[config.mk]
export PLATFORM = sky130hd
export DESIGN_NAME = vpu_seq_ctrl
export DESIGN_NICKNAME = d
export VERILOG_FILES = /design/src/rtl/vpu_pkg.sv /design/src/rtl/vpu_beat_counter.sv /design/src/rtl/vpu_seq_ctrl.sv
export SDC_FILE = /design/constraint.sdc
export NUM_CORES = 1
export LEC_CHECK = 0
export ABC_AREA = 1
export ABC_CLOCK_PERIOD_IN_PS = 2900
export BUFFER_PORTS_ARGS = -buffer_cell sky130_fd_sc_hd__buf_2
export CAP_MARGIN = 20
export CORE_MARGIN = 2
export CORE_UTILIZATION = 50
export CTS_CLUSTER_SIZE = 8
export DETAILED_ROUTE_END_ITERATION = 10
export GPL_ROUTABILITY_DRIVEN = 0
export PLACE_DENSITY = 0.73
export SETUP_SLACK_MARGIN = 0.4
export SLEW_MARGIN = 25
export SYNTH_ARGS = -nofsm -noshare
export SYNTH_HDL_FRONTEND = slang
export SYNTH_SLANG_ARGS = --single-unit
[constraint.sdc]
create_clock -name clk -period 2.9 [get_ports clk]
set_input_delay 0.87 -clock clk [delete_from_list [all_inputs] [get_ports clk]]
set_output_delay 0.87 -clock clk [all_outputs]
set_load 0.005 [all_outputs]
[src/rtl/vpu_pkg.sv]
`default_nettype none
// ============================================================================
// Module      : vpu_pkg
// Description : Shared types for the VPU sequencer: VPU mode encoding,
//               sequencer state encoding, latched command fields, and the
//               state-to-mode mapping.
// Revision    : 1.0 - initial release
// ============================================================================
package vpu_pkg;

    // VPU datapath mode; MODE_BYPASS is reserved and never driven
    typedef enum logic [1:0] {
        MODE_IDLE   = 2'b00,
        MODE_ACCUM  = 2'b01,
        MODE_OUTPUT = 2'b10,
        MODE_BYPASS = 2'b11
    } mode_e;

    typedef enum logic [2:0] {
        ST_IDLE  = 3'd0,
        ST_CLEAR = 3'd1,
        ST_ACCUM = 3'd2,
        ST_FINAL = 3'd3,
        ST_DRAIN = 3'd4,
        ST_DONE  = 3'd5
    } vpu_seq_state_e;

    // Final-pass configuration captured when a command is taken
    typedef struct packed {
        logic        bias_en;
        logic        relu_en;
        logic        dequant_en;
        logic [31:0] scale;
    } vpu_cmd_t;

    // Mode the VPU sees while the sequencer sits in a given state
    function automatic mode_e mode_for_state(input vpu_seq_state_e st);
        mode_e m;
        m = MODE_IDLE;
        if (st == ST_ACCUM) begin
            m = MODE_ACCUM;
        end else if ((st == ST_FINAL) || (st == ST_DRAIN)) begin
            m = MODE_OUTPUT;
        end
        return m;
    endfunction

endpackage
`default_nettype wire

[src/rtl/vpu_beat_counter.sv]
`default_nettype none
// ============================================================================
// Module      : vpu_beat_counter
// Description : Beat counter up to LIMIT. In wrap mode it rolls over to 0
//               after LIMIT-1 and pulses hit_o on the rolling beat. In
//               saturating mode it stops at LIMIT and hit_o reports that
//               LIMIT is reached, including the beat of the current cycle.
// Revision    : 1.0 - initial release
// ============================================================================
module vpu_beat_counter #(
    parameter int LIMIT    = 16,
    parameter bit SATURATE = 1'b0,
    parameter int CNT_W    = 4
) (
    input  logic clk,
    input  logic rst_n,
    input  logic clr_i,
    input  logic inc_i,
    output logic hit_o
);

    logic [CNT_W-1:0] cnt_q;
    logic [CNT_W-1:0] cnt_d;

    generate
        if (SATURATE) begin : g_sat
            localparam logic [CNT_W-1:0] C_LIMIT = CNT_W'(LIMIT);

            // Count up and hold at LIMIT
            always_comb begin
                cnt_d = cnt_q;
                if (inc_i && (cnt_q != C_LIMIT)) begin
                    cnt_d = cnt_q + CNT_W'(1);
                end
            end

            assign hit_o = (cnt_d == C_LIMIT);
        end else begin : g_wrap
            localparam logic [CNT_W-1:0] C_LAST = CNT_W'(LIMIT - 1);

            assign hit_o = inc_i && (cnt_q == C_LAST);

            // Count up and roll over after the last beat of a batch
            always_comb begin
                cnt_d = cnt_q;
                if (inc_i) begin
                    cnt_d = hit_o ? '0 : (cnt_q + CNT_W'(1));
                end
            end
        end
    endgenerate

    // Counter register; clear has priority over counting
    always_ff @(posedge clk or negedge rst_n) begin
        if (!rst_n) begin
            cnt_q <= '0;
        end else if (clr_i) begin
            cnt_q <= '0;
        end else begin
            cnt_q <= cnt_d;
        end
    end

endmodule
`default_nettype wire

[src/rtl/vpu_seq_ctrl.sv]
`default_nettype none
// ============================================================================
// Module      : vpu_seq_ctrl
// Description : Command-driven sequencer for the vector post-processing
//               unit. Walks CLEAR -> ACCUM -> FINAL -> DRAIN -> DONE by
//               counting systolic-array and VPU output beats and drives the
//               VPU shared controls from registers.
// Revision    : 1.0 - initial release
// ============================================================================
module vpu_seq_ctrl
    import vpu_pkg::*;
#(
    parameter int BATCH_SIZE    = 16,
    parameter int K_W           = 8,
    parameter int DRAIN_TIMEOUT = 64
) (
    input  logic           clk,
    input  logic           rst,
    input  logic           cmd_valid,
    output logic           cmd_ready,
    input  logic [K_W-1:0] cmd_k_tiles,
    input  logic           cmd_bias_en,
    input  logic           cmd_relu_en,
    input  logic           cmd_dequant_en,
    input  logic [31:0]    cmd_scale,
    input  logic           abort,
    input  logic           sa_beat,
    input  logic           out_beat,
    output logic [1:0]     mode_select,
    output logic           psum_clear,
    output logic           psum_enable,
    output logic           bias_enable,
    output logic           relu_enable,
    output logic           dequant_enable,
    output logic [31:0]    scale_fp32,
    output logic           busy,
    output logic           done,
    output logic           err
);

    localparam int BEAT_W = $clog2(BATCH_SIZE);
    localparam int OUT_W  = $clog2(BATCH_SIZE + 1);
    localparam int TO_W   = $clog2(DRAIN_TIMEOUT + 1);
    localparam logic [TO_W-1:0] C_TO_LAST = TO_W'(DRAIN_TIMEOUT - 1);

    vpu_seq_state_e state_q;
    vpu_seq_state_e state_d;
    vpu_cmd_t       cmd_q;
    logic [K_W-1:0] k_tiles_q;
    logic [K_W-1:0] tile_cnt_q;
    logic [TO_W-1:0] to_cnt_q;

    mode_e          mode_q;
    logic           psum_clear_q;
    logic           psum_enable_q;
    logic           bias_q;
    logic           relu_q;
    logic           dequant_q;
    logic [31:0]    scale_q;
    logic           busy_q;
    logic           done_q;
    logic           err_q;

    logic in_accum;
    logic in_final;
    logic in_out_phase;
    logic sa_count_en;
    logic sa_wrap;
    logic out_full;
    logic last_tile;
    logic abort_take;
    logic reject;
    logic timeout_hit;
    logic out_phase_d;

    assign in_accum     = (state_q == ST_ACCUM);
    assign in_final     = (state_q == ST_FINAL);
    assign in_out_phase = in_final || (state_q == ST_DRAIN);
    assign sa_count_en  = in_accum || in_final;
    // The tile that is wrapping now is the last one accumulated before FINAL
    assign last_tile    = (tile_cnt_q == (k_tiles_q - K_W'(2)));
    assign abort_take   = abort && (state_q != ST_IDLE);

    // Beats within the current K-tile; held at zero outside ACCUM/FINAL
    vpu_beat_counter #(
        .LIMIT    (BATCH_SIZE),
        .SATURATE (1'b0),
        .CNT_W    (BEAT_W)
    ) u_sa_cnt (
        .clk   (clk),
        .rst_n (rst),
        .clr_i (!sa_count_en),
        .inc_i (sa_beat && sa_count_en),
        .hit_o (sa_wrap)
    );

    // VPU output beats of the final pass; zero on entry to FINAL
    vpu_beat_counter #(
        .LIMIT    (BATCH_SIZE),
        .SATURATE (1'b1),
        .CNT_W    (OUT_W)
    ) u_out_cnt (
        .clk   (clk),
        .rst_n (rst),
        .clr_i (!in_out_phase),
        .inc_i (out_beat && in_out_phase),
        .hit_o (out_full)
    );

    // Next-state decision; abort overrides every other transition
    always_comb begin
        state_d     = state_q;
        reject      = 1'b0;
        timeout_hit = 1'b0;
        case (state_q)
            ST_IDLE: begin
                if (cmd_valid) begin
                    if (cmd_k_tiles == '0) begin
                        reject = 1'b1;
                    end else begin
                        state_d = ST_CLEAR;
                    end
                end
            end
            ST_CLEAR: begin
                state_d = (k_tiles_q > K_W'(1)) ? ST_ACCUM : ST_FINAL;
            end
            ST_ACCUM: begin
                if (sa_wrap && last_tile) begin
                    state_d = ST_FINAL;
                end
            end
            ST_FINAL: begin
                if (sa_wrap) begin
                    state_d = out_full ? ST_DONE : ST_DRAIN;
                end
            end
            ST_DRAIN: begin
                if (out_full) begin
                    state_d = ST_DONE;
                end else if (to_cnt_q == C_TO_LAST) begin
                    timeout_hit = 1'b1;
                    state_d     = ST_DONE;
                end
            end
            ST_DONE: begin
                state_d = ST_IDLE;
            end
            default: begin
                state_d = ST_IDLE;
            end
        endcase
        if (abort_take) begin
            state_d     = ST_IDLE;
            timeout_hit = 1'b0;
        end
    end

    assign out_phase_d = (state_d == ST_FINAL) || (state_d == ST_DRAIN);

    // State register, command capture and registered VPU controls
    always_ff @(posedge clk or negedge rst) begin
        if (!rst) begin
            state_q       <= ST_IDLE;
            cmd_q         <= '0;
            k_tiles_q     <= '0;
            mode_q        <= MODE_IDLE;
            psum_clear_q  <= 1'b0;
            psum_enable_q <= 1'b0;
            bias_q        <= 1'b0;
            relu_q        <= 1'b0;
            dequant_q     <= 1'b0;
            scale_q       <= '0;
            busy_q        <= 1'b0;
            done_q        <= 1'b0;
            err_q         <= 1'b0;
        end else begin
            state_q <= state_d;
            if ((state_q == ST_IDLE) && cmd_valid) begin
                k_tiles_q <= cmd_k_tiles;
                cmd_q     <= '{bias_en:    cmd_bias_en,
                               relu_en:    cmd_relu_en,
                               dequant_en: cmd_dequant_en,
                               scale:      cmd_scale};
            end
            mode_q        <= mode_for_state(state_d);
            psum_clear_q  <= (state_d == ST_CLEAR) || abort_take;
            psum_enable_q <= (state_d == ST_ACCUM) || out_phase_d;
            bias_q        <= out_phase_d && cmd_q.bias_en;
            relu_q        <= out_phase_d && cmd_q.relu_en;
            dequant_q     <= out_phase_d && cmd_q.dequant_en;
            scale_q       <= out_phase_d ? cmd_q.scale : 32'h0;
            busy_q        <= (state_d != ST_IDLE);
            done_q        <= (state_d == ST_DONE) && !abort_take;
            err_q         <= reject || timeout_hit;
        end
    end

    // K-tile counter; restarts in CLEAR and advances on each ACCUM tile wrap
    always_ff @(posedge clk or negedge rst) begin
        if (!rst) begin
            tile_cnt_q <= '0;
        end else if (state_q == ST_CLEAR) begin
            tile_cnt_q <= '0;
        end else if (in_accum && sa_wrap) begin
            tile_cnt_q <= tile_cnt_q + K_W'(1);
        end
    end

    // Drain timeout counter; runs only while in DRAIN
    always_ff @(posedge clk or negedge rst) begin
        if (!rst) begin
            to_cnt_q <= '0;
        end else if (state_q != ST_DRAIN) begin
            to_cnt_q <= '0;
        end else begin
            to_cnt_q <= to_cnt_q + TO_W'(1);
        end
    end

    assign cmd_ready      = (state_q == ST_IDLE);
    assign mode_select    = mode_q;
    assign psum_clear     = psum_clear_q;
    assign psum_enable    = psum_enable_q;
    assign bias_enable    = bias_q;
    assign relu_enable    = relu_q;
    assign dequant_enable = dequant_q;
    assign scale_fp32     = scale_q;
    assign busy           = busy_q;
    assign done           = done_q;
    assign err            = err_q;

endmodule
`default_nettype wire

Yosys cells after proc, flatten, opt, wreduce, memory -nomap -nowiden
Cells that the tools add are included.
{"block": "op_classes", "n_lt_le_gt_ge": 1, "n_mux": 28, "eq_ne": 16, "add_sub_neg": 5, "reduce_logical": 24}
{"operator": "two-way mux 32 bit", "count": 1}
{"operator": "two-way mux 3 bit", "count": 7}
{"operator": "two-way mux 8 bit", "count": 2}
{"operator": "case mux 3 bit (5 select lines)", "count": 1}
{"operator": "equality test 3 x 2 -> 1 bit, second input constant", "count": 4}
{"operator": "logical AND 1 bit", "count": 12}
{"operator": "two-way mux 4 bit", "count": 3}
{"operator": "two-way mux 5 bit", "count": 2}
{"operator": "equality test 3 bit, second input constant", "count": 3}
{"operator": "two-way mux 1 bit", "count": 9}
{"operator": "adder 8 x 1 -> 8 bit, second input constant", "count": 1}
{"operator": "equality test 8 bit", "count": 1}
{"operator": "greater-than comparator 8 x 1 -> 1 bit, second input constant", "count": 1}
{"operator": "logical NOT 8 bit", "count": 1}
{"operator": "subtractor 8 x 2 -> 8 bit, second input constant", "count": 1}
{"operator": "adder 7 x 1 -> 7 bit, second input constant", "count": 1}
{"operator": "equality test 7 x 6 -> 1 bit, second input constant", "count": 1}
{"operator": "two-way mux 7 bit", "count": 1}
{"operator": "equality test 3 x 1 -> 1 bit, second input constant", "count": 2}
{"operator": "logical OR 1 bit", "count": 6}
{"operator": "nonzero test 3 bit", "count": 2}
{"operator": "adder 5 x 1 -> 5 bit, second input constant", "count": 1}
{"operator": "equality test 5 bit, second input constant", "count": 1}
{"operator": "!= test 5 bit, second input constant", "count": 1}
{"operator": "other kinds (8)", "count": 9}
{"block": "totals", "inputBits": 49, "register_bits": 112, "out_inout_bits": 43}

Logic depth before layout (Yosys ltp)
Gate-level depths: netlist of run 1.
{"block": "depth", "ltp_word": 14, "depth_mapped": 19, "ltp_nobuf": 18}

Cells and area by module
A second synthesis of run 1 with hierarchy kept.
{"block": "hier_totals", "hier_cells": 537, "area_unflattened_um2": 4885.9}
{"module": "vpu_seq_ctrl", "area_each_um2": 4347.9, "cells_per_inst": 463, "seq_area_each_um2": 2577.5, "instances": 1}
{"module": "vpu_beat_counter (u_out_cnt)", "area_each_um2": 314.1, "cells_per_inst": 44, "seq_area_each_um2": 125.1, "instances": 1}
{"module": "vpu_beat_counter (u_sa_cnt)", "area_each_um2": 224.0, "cells_per_inst": 30, "seq_area_each_um2": 100.1, "instances": 1}

Least setup slack after synthesis of run 1
Ideal clock, no wire load.
{"block": "synth_path", "path_kind": "in2reg", "start": "input sa_beat", "end": "register scale_q[10], in the netlist scale_fp32[10]", "setup_slack_ps": 657, "cell_stages": 12, "arrival_time_ps": 2127, "n_path_buf": 1, "setup_time_ps": 116, "path_cell_list": "nand3_1 -> nor3_4 -> nand3_1 -> nor2_1 -> nand3_1 -> nand2_1 -> inv_1 -> nand2_2 -> nand3_2 -> nand2_4 -> buf_12 -> nor2_4"}
{"block": "synth_via", "elab_chain_cells": 9, "elab_cells_between_ends": 11, "classes_between": "eq/ne (2); mux (5); reduce/logical (4)"}
{"element": "from (decl)", "line_no": "vpu_seq_ctrl.sv:27", "source": "input logic sa_beat,"}
{"element": "logical AND 1 bit *", "line_no": "vpu_seq_ctrl.sv:93", "source": ".inc_i (sa_beat && sa_count_en),"}
{"element": "logical AND 1 bit *", "line_no": "vpu_beat_counter.sv:41", "source": "assign hit_o = inc_i && (cnt_q == C_LAST);"}
{"element": "logical AND 1 bit", "line_no": "vpu_seq_ctrl.sv:129", "source": "if (sa_wrap && last_tile) begin"}
{"element": "two-way mux 3 bit", "line_no": "vpu_seq_ctrl.sv:129"}
{"element": "case mux 3 bit (5 select lines) *", "line_no": "vpu_seq_ctrl.sv:115", "source": "case (state_q)"}
{"element": "two-way mux 3 bit *", "line_no": "vpu_seq_ctrl.sv:153", "source": "if (abort_take) begin"}
{"element": "equality test 3 x 2 -> 1 bit or equality test 3 bit (tied branches)", "line_no": "vpu_seq_ctrl.sv:159", "source": "assign out_phase_d = (state_d == ST_FINAL) || (state_d == ST_DRAIN);"}
{"element": "logical OR 1 bit *", "line_no": "vpu_seq_ctrl.sv:159"}
{"element": "two-way mux 32 bit *", "line_no": "vpu_seq_ctrl.sv:192", "source": "scale_q <= out_phase_d ? cmd_q.scale : 32'h0;"}
{"element": "to (signal assigned)", "line_no": "vpu_seq_ctrl.sv:192"}
{"element": "to (decl)", "line_no": "vpu_seq_ctrl.sv:59", "source": "logic [31:0] scale_q;"}
Mark *: on every way between the ends. The rest lies on a longest branch, timed or not.
A chain may end at the register's enable or synchronous reset.

Worst setup path after layout of run 1
{"block": "layout_path", "start": "register state_q[0]", "end": "output cmd_ready"}
{"block": "layout_via", "elab_chain_cells": 1}
{"element": "from (decl)", "line_no": "vpu_seq_ctrl.sv:46", "source": "vpu_seq_state_e state_q;"}
{"element": "from (signal assigned)", "line_no": "vpu_seq_ctrl.sv:178", "source": "state_q <= state_d;"}
{"element": "logical NOT 3 bit", "line_no": "vpu_seq_ctrl.sv:221", "source": "assign cmd_ready = (state_q == ST_IDLE);"}
{"element": "to (decl)", "line_no": "vpu_seq_ctrl.sv:20", "source": "output logic cmd_ready,"}
No other way between the ends.

==> results of run 1 <==
## flip-flops by register name, indices dropped and copies added, names as in the netlist, 3 cells and up
signal / count
cmd_q: 35
k_tiles_q: 8
scale_fp32: 32
state_q: 3
tile_cnt_q: 8
to_cnt_q: 7
u_out_cnt.cnt_q: 5
u_sa_cnt.cnt_q: 4
## power breakdown
part	internal, mW	leakage (nW)	total (mW)	switching (mW)
registers	2.04	1.47	2.22	0.179
clock network	0.331	0.0945	0.881	0.551
logic	0.656	1.45	1.81	1.15
total	3.03	3.01	4.91	1.88
## per-layer routing
| layer | up-vias | global-route usage | wire (um) |
|---|---|---|---|
| met2 | 82 | 0.307 | 4650 |
| met1 | 1745 | 0.246 | 4240 |
| li1 | 1814 | - | - |
| met4 | 0 | 0.0647 | 159 |
| met3 | 16 | 0.0334 | 391 |
| met5 | - | 0 | 0 |
## critical path: stages, from the launching register on
cell	delay, ns
sky130_fd_sc_hd__dfrtp_1	0.48
sky130_fd_sc_hd__nor2_1	0.22
sky130_fd_sc_hd__nand2_1	0.17
sky130_fd_sc_hd__inv_1	0.10
sky130_fd_sc_hd__buf_2	0.11
## synth_stat cells (all sizes together), types with 5 or more instances
| master | instances | area, um2 |
|---|---|---|
| a21oi | 12 | 60.1 |
| o21ai | 53 | 265 |
| nand3 | 34 | 193 |
| inv | 85 | 319 |
| clkbuf | 5 | 18.8 |
| nor2 | 67 | 474 |
| nor3 | 7 | 46.3 |
| dfrtp | 112 | 2800 |
| ha | 6 | 75.1 |
| buf | 7 | 75.1 |
| nand2 | 109 | 442 |
| nand4 | 5 | 31.3 |
## cell families (layout without fill, tap and decap cells)
family / Yosys count / after routing / share of synthesized area
AND/OR/NAND/NOR: 224 / 224 / 0.242
AO/OA/AOI/OAI: 72 / 72 / 0.0773
buffers and inverters: 97 / 200 / 0.0834
multiplexers: 2 / 2 / 0.00455
adder cells (fa/ha/maj): 6 / 6 / 0.0152
flip-flops: 112 / 112 / 0.566
XOR/XNOR: 5 / 5 / 0.0116
## how the worst max path moves through the flow
stage                                     endpoint  slack, ns
final                                    cmd_ready       0.57
after global routing         bias_enable$_DFF_PN0_       0.43
after detailed placement  scale_fp32[31]$_DFF_PN0_       0.26
after floorplan           scale_fp32[10]$_DFF_PN0_       0.66
after global placement       bias_enable$_DFF_PN0_       0.35
after CTS                                cmd_ready       0.58
## metrics by stage
step | cells | power (mW) | cell area, um2
after floorplan | 518 | 3.52 | 4950
after global placement | 738 | 4.00 | 5600
after detailed placement | 738 | 4.07 | 5600
after CTS | 754 | 4.95 | 5790
after global routing | 754 | 5.27 | 5800
final | 754 | 4.91 | 5800
## layout make-up
| class | count | area share |
|---|---|---|
| timing repair buffer | 99 | 0.0980 |
| tap | 133 | 0.0287 |
| clock inverter | 7 | 0.0114 |
| sequential | 112 | 0.483 |
| clock buffer | 9 | 0.0214 |
| inverter | 85 | 0.0550 |
| multi-input combinational | 309 | 0.302 |
==> flow_results.org, run 1 <==
** Final layout
- The final layout contains 671 nets.
- Register area :: 0.00280 mm2
- Area added between synthesis and finish :: 17.1%
- 0 antenna diodes ended up in the layout.
- Most common cell after layout, fill and taps aside :: sky130_fd_sc_hd__dfrtp_1
- Fraction of layout cells with a size suffix above 1 :: 0.266
- At the end of the flow the core is filled with cells to 0.599.
- After filler insertion, the fill cell instance count of the layout stands at 804.
- Leading cell types in the layout, fill and taps excluded :: sky130_fd_sc_hd__dfrtp_1, sky130_fd_sc_hd__nand2_1, sky130_fd_sc_hd__buf_2, sky130_fd_sc_hd__inv_1, sky130_fd_sc_hd__o21ai_0
- Summing all multi-input logic gate instances after layout gives 0.00175 mm2.

** Synth
- Synthesis produced a netlist with a net count of 573.
- Averaged over all synthesized cells, the footprint is 9.56 um2.
- Synthesis inferred 112 register bits.
- Count of warnings emitted by yosys :: 0
- Among all flip-flop cells after synthesis, the most frequent one is sky130_fd_sc_hd__dfrtp_1.
- In this run, distinct cell masters in the synthesized netlist total 33.
- Synthesis produced a netlist whose cell count is 518.
- Area of the mapped netlist :: 0.00495 mm2
- Sequential element share of the synthesized area :: 0.566
- Count of flip-flops with a built-in enable after synthesis :: 0
- Counting flops with an async set or reset pin after synthesis yields a share of 1.00.

** Timing
- Maximum clock frequency :: 0.430 GHz
- In the finished design, the share of the clock period the worst path needs comes to 0.802.
- In this run the tightest slew margin relative to its limit is 0.517.
- Setup repair after global routing left no endpoint under its margin.
- Min Hold Slack :: 0.477 ns
- Setup ws final :: 0.573 ns
- The total count of hold-check failures in the final report is 0.
- Setup violations remaining at the end of the flow were counted as 0.
- Post-route clock skew :: 0.0119 ns
- After routing, the total negative slack on setup checks comes to 0 ns.
- Subtracting the final worst setup slack from the clock period gives 2.33 ns.
- For the pin with the worst max-slew slack, the measured transition is 0.724 ns.
- The max-slew violation count was 0.

** GRT
- The first global-routing pass estimated 16,300 um of wire.
- In the global route stage, overall resource usage came out at 0.185.
- Maximum number of pins on one net before global-route repair :: 85
- Number of global-route vias before repair :: 3,581
- Initial antenna violation count :: 0
- Summed over all layers, the global routing overflow is 0.

** Floorplanning
- Floorplan row count :: 36
- Measured along the x axis, the die boundary spans 104 um.
- The initial utilization of the core area, before any placement, comes to 0.511.
- The die is 104 um tall.
- Overall die area :: 0.0107 mm2
- Standard cell core area :: 0.00968 mm2
- In this run the count of I/O pins placed on the die edge is 92.

** Min path
- Path type of the worst min-delay path :: flop to flop
- End point of the worst hold path :: to_cnt_q[0]$_DFF_PN0_
- The startpoint identified for the worst hold timing path is to_cnt_q[0]$_DFF_PN0_.
- Number of cells traversed by the worst hold path :: 1

** Critical path
- For the worst setup path, the data required time is 2.03 ns.
- Minimum setup slack among reg-to-reg paths :: 0.60 ns
- The most critical setup path has its startpoint at state_q[0]$_DFF_PN0_.
- The startpoint identified for the worst register-to-register timing path is state_q[0]$_DFF_PN0_.
- The worst setup path is launched from a flop.
- STA classifies the critical path endpoint as a primary output.
- The worst setup path is of the flop to primary output kind.
- Worst r2r path cells :: 13
- Arrival time at the worst endpoint :: 1.46 ns
- Maximum fanout encountered on the critical timing path :: 5
- The worst register-to-register path ends at relu_enable$_DFF_PN0_.

** Routing
- Number of detailed-routing iterations run before antenna repair :: 6
- Post-route DRC violation count :: 0
- Vias :: 3,657
- Final wirelength :: 9450 um
- Once detail routing completed, the nets flagged for antenna violations numbered 0.
- In the routed layout, each cell is associated on average with a via count of 4.85.
- After detailed routing, the average wire length per cell comes to 12.5 um.
- Drt initial violations :: 173

** Power
- For this design the ratio of total power to cell area is 847 mW/mm2.
- Maximum ir drop on the vdd rail :: 0.000322 V
- Total leakage power :: 3.01 nW

** Clocking
- Clock latency at the later pin of the worst-skew pair :: 0.37 ns
- The number of gates resized after CTS was 0.
- Counting the buffers created by CTS gives 9.
- In this run the post-CTS setup repair buffer count came out at 0.
- Clock Sink Count :: 112
- Clock slew at reported path FFs :: 0.11 ns
- For this design, the CTS-stage hold fixing added 0 buffers.
- Number of H-tree branching levels :: 3
- Counting along the longest clock path gives a buffer depth of 2.
- TritonCTS built the clock tree.
- In this run the clock root is driven by a sky130_fd_sc_hd__clkbuf_8.

** Placed design
- HPWL after detailed placement :: 7110 um
- OpenSTA, run right after detailed placement, puts the worst setup slack at 0.265 ns.
- Port Buffer Count :: 91

** Job
- The tool flagged a number of max-cap violations equal to 0.

** Run status
- The run finished with clean final reports.
Note: power is estimated with default switching activity, not from simulation.
==> inputs of run 2 (changes only) <==
--- a/config.mk
+++ b/config.mk
@@ -6,7 +6,7 @@
 export NUM_CORES = 1
 export LEC_CHECK = 0
 export ABC_AREA = 1
-export ABC_CLOCK_PERIOD_IN_PS = 2900
+export ABC_CLOCK_PERIOD_IN_PS = 2000
 export BUFFER_PORTS_ARGS = -buffer_cell sky130_fd_sc_hd__buf_2
 export CAP_MARGIN = 20
 export CORE_MARGIN = 2
@@ -14,7 +14,7 @@
 export CTS_CLUSTER_SIZE = 8
 export DETAILED_ROUTE_END_ITERATION = 10
 export GPL_ROUTABILITY_DRIVEN = 0
-export PLACE_DENSITY = 0.73
+export PLACE_DENSITY = 0.76
 export SETUP_SLACK_MARGIN = 0.4
 export SLEW_MARGIN = 25
 export SYNTH_ARGS = -nofsm -noshare
==> constraint.sdc (replaced) <==
create_clock -name clk -period 2 [get_ports clk]
set_input_delay 0.6 -clock clk [delete_from_list [all_inputs] [get_ports clk]]
set_output_delay 0.6 -clock clk [all_outputs]
set_load 0.005 [all_outputs]
==> run 2 against run 1 <==
The run now ends with negative setup slack left. Sequential share of layout area down 8.6 points. Clock power up 51%. Combinational power up 120%. Final cell count up 11%. Die area unchanged. Register-to-register slack worse by 0.78 ns. Worst setup slack worse by 0.75 ns. Flip-flop and latch count unchanged. First-iteration DRC count up 35%. Largest cell class unchanged. Total power up 75%. Largest power group is now combinational logic.
==> flow_results.org, run 2 (same netlist as run 1, synthesis figures left out) <==
** Critical path
- Longest individual stage delay on the worst path :: 0.48 ns (about the same)
- The setup slack on the worst flop-to-flop path was -0.18 ns (-0.78 ns).
- Sum of buffers and inverters on the critical path :: 1 (-1)
- The worst setup path is captured at a flop.
- Slowest-stage cell, CP :: sky130_fd_sc_hd__dfrtp_2
- Worst R2R Start :: state_q[0]$_DFF_PN0_
- Crit path launch type :: flop
- Walking the worst path, the cells encountered are nor2_4 > nand2_2 > nand2_4 > nand3_4 > nand2_2 > nand2_2 > nor2_4 > nand4_1 > nand2_4 > nand2_4 > nand2_4 > nand2_8 > buf_12 > nor2_2.
- The cell that appears most often on the critical path is sky130_fd_sc_hd__nand2_4.
- Arrival time at the worst endpoint :: 2.49 ns (+1.03 ns)
- The kind of cell with the highest combined delay along the critical path is simple AND/OR/NAND/NOR gates.
- The maximum net fanout on the critical path is 8 (+3).
- The endpoint identified for the worst register-to-register timing path is scale_fp32[0]$_DFF_PN0_.
- The critical path is of the flop to flop type.
- Count of cell instances traversed by the critical path :: 14 (+10)
- Critical Path RT :: 2.31 ns (+0.28 ns)
- The depth of the worst register-to-register path came to 14 (+1).

** Clocking
- Clock latency at the later pin of the worst-skew pair :: 0.38 ns (about the same)
- The clock-pin slew on the worst setup and hold paths came to 0.11 ns (about the same).
- The maximum root-to-sink buffer count came to 2 (unchanged).
- TritonCTS built the clock tree.
- Clock Sink Count :: 112 (unchanged)
- Number of H-tree branching levels :: 3 (unchanged)
- The number of hold buffers added after CTS was 0 (unchanged).
- CTS placed an instance of sky130_fd_sc_hd__clkbuf_8 at the clock tree root.
- The number of buffers created by CTS came to 9 (unchanged).

** Run status
- The run finished, with violations left.
- Violations in the final reports :: negative setup slack

** Timing
- Setup repair after global routing could not meet its margin everywhere.
- Worst-margin pin slew :: 0.497 ns (-0.228 ns)
- The sum of negative setup slack came to -5.57 ns (-5.57 ns).
- Setup ws final :: -0.180 ns (-0.753 ns)
- The max-slew violation count was 0 (unchanged).
- Maximum clock frequency :: 0.459 GHz
- Final setup viols :: 40 (+40)
- Subtracting the final worst setup slack from the clock period gives 2.18 ns.
- Slew Limit Headroom :: 0.669 (+0.152)
- The total count of hold-check failures in the final report is 0 (unchanged).
- In the finished design, the share of the clock period the worst path needs comes to 1.09.
- Post-route clock skew :: 0.0111 ns (-0.000862 ns)

** Final layout
- The number of antenna diodes was 0 (unchanged).
- The final standard cell area without fillers came to 0.00705 mm2 (+22%).
- Fraction of layout cells with a size suffix above 1 :: 0.452 (+0.187)
- Flip-flop count of the largest register after layout :: 35 (unchanged)
- Final Non-Filler Cells :: 838 (+11%)
- Area added between synthesis and finish :: 42.4%
- Leading cell types in the layout, fill and taps excluded :: sky130_fd_sc_hd__dfrtp_1, sky130_fd_sc_hd__buf_2, sky130_fd_sc_hd__nand2_1, sky130_fd_sc_hd__inv_1, sky130_fd_sc_hd__buf_4
- Counting flops per register, the top entry is cmd_q.
- Most common cell after layout, fill and taps aside :: sky130_fd_sc_hd__dfrtp_1
- The number of nets in the layout is 755 (+13%).

** Placed design
- Port Buffer Count :: 91 (unchanged)
- The HPWL after detailed placement was 7330 um (+3.0%).
- Post-DP Area :: 0.00592 mm2 (+5.8%)
- The placed instance count came to 777 (+5.3%).

** Job
- The max-capacitance violation count came to 0 (unchanged).

** Power
- Part of the total power dissipated in sequential elements :: 0.381 (-0.072)
- The static leakage came to 3.56 nW (+18%).
- The net load switching power was 3.29 mW (+75%).
- Total internal power :: 5.29 mW (+74%)
- Design Power :: 8.58 mW (+75%)
- The fraction of power spent switching nets was 0.384 (+0.00101).
- Ratio of total power to cell area :: 1220 mW/mm2 (+44%)
- The clock power share came to 0.155 (-0.024).
- Maximum ir drop on the vdd rail :: 0.000623 V (+94%)
- The portion of total power attributed to combinational logic is 0.465 (+0.097).

** Routing
- Number of detailed-routing iterations run before antenna repair :: 4 (-2)
- Avg WL per Cell :: 14.7 um (+18%)
- Drt initial violations :: 233 (+35%)
- Vias :: 4,187 (+14%)
- The overall routed net length came to 12,300 um (+31%).
- The post-detailed-route count of antenna-violating nets came to 0 (unchanged).
- The count of unresolved DRC violations after routing came to 0 (unchanged).
- The via-per-instance ratio is 5.00 (+3.0%).

** GRT
- GRT Overall Usage :: 0.208 (+0.0230)
- The total overflow reported by the global router was 0 (unchanged).
- The number of global-route vias before repair was 3,987 (+11%).
- Maximum number of pins on one net before global-route repair :: 35 (-59%)
- Initial antenna violation count :: 0 (unchanged)
- The first-pass GRT wire length came to 18,200 um (+12%).

** Floorplanning
- Standard cell core area :: 0.00968 mm2 (unchanged)
- Die Ht :: 104 um (unchanged)
- The overall die area is 0.0107 mm2 (unchanged).
- Width of the die :: 104 um (unchanged)
- Floorplan row count :: 36 (unchanged)
- The top-level port count came to 92 (unchanged).
- Starting Density :: 0.511 (unchanged)

** Min path
- Path type of the worst min-delay path :: input pin to async pin
==> run 2: cell types whose count changed in the layout (fill, tap and decap cells not counted), moves of 7 or more <==
cell,before,now
sky130_fd_sc_hd__buf_4,5,57
sky130_fd_sc_hd__buf_6,0,23
sky130_fd_sc_hd__nor2_1,35,18
sky130_fd_sc_hd__nand2_1,100,87
sky130_fd_sc_hd__inv_1,83,72
sky130_fd_sc_hd__nand3_1,31,20
sky130_fd_sc_hd__nor2_2,2,11
sky130_fd_sc_hd__o21ai_0,53,44
sky130_fd_sc_hd__nor2_4,30,38
sky130_fd_sc_hd__inv_2,2,9
sky130_fd_sc_hd__nand2_4,1,8
==> run 2: cell type report <==
| cell class | count | area (um2) |
|---|---|---|
| Sequential cell | 112 | 2810 |
| Fill cell | 630 | 2630 |
| Multi-Input combinational cell | 309 | 2120 |
| Timing Repair Buffer | 183 | 1440 |
| Inverter | 85 | 332 |
| Tap cell | 133 | 166 |
| Clock buffer | 9 | 124 |
| Clock inverter | 7 | 67.6 |
==> run 2: how the worst max path moves through the flow <==
| stage | from | to | slack [ns] |
|---|---|---|---|
| global route | state_q[2]$_DFF_PN0_ | scale_fp32[0]$_DFF_PN0_ | -0.30 |
| finish | state_q[0]$_DFF_PN0_ | scale_fp32[0]$_DFF_PN0_ | -0.18 |
| CTS | k_tiles_q[1]$_DFFE_PN0P_ | scale_fp32[15]$_DFF_PN0_ | -0.15 |
| global placement | sa_beat | mode_select[1]$_DFF_PN0_ | -0.15 |
| detailed placement | u_out_cnt.cnt_q[0]$_DFF_PN0_ | bias_enable$_DFF_PN0_ | -0.18 |
| floorplan | sa_beat | scale_fp32[10]$_DFF_PN0_ | 0.03 |
==> run 2: metrics by stage <==
stage | setup slack, ns | hold WS (ns) | util
floorplan | 0.0334 | 0.304 | -
global placement | -0.154 | 0.455 | 0.612
detailed placement | -0.180 | 0.453 | 0.612
CTS | -0.151 | 0.167 | 0.659
global route | -0.302 | 0.187 | 0.728
finish | -0.180 | 0.175 | 0.728
==> run 2: layer usage <==
metal,vias up,GRT usage,routed length (um),share of wire
met2,146,0.354,6350,0.51
met3,36,0.0510,571,0.046
met5,-,0,0,0
met1,2012,0.261,5040,0.41
li1,1993,-,-,-
met4,0,0.0714,384,0.031
==> run 2: power by group through the flow <==
stage / clock network (mW) / logic (mW) / registers, mW
global route: 1.44 / 4.36 / 3.33
global placement: 0 / 2.80 / 3.23
CTS: 1.35 / 3.20 / 3.21
finish: 1.33 / 3.99 / 3.26
floorplan: 0 / 1.87 / 3.26
detailed placement: 0 / 2.88 / 3.26
==> run 2: what timing repair did <==
| action | in CTS | in global routing |
|---|---|---|
| gates cloned | 1 | 4 |
| setup endpoints to repair | 71 | 68 |
| buffers inserted | 13 | 27 |
| resized for setup | 42 | 99 |
| pin swaps | 10 | 39 |
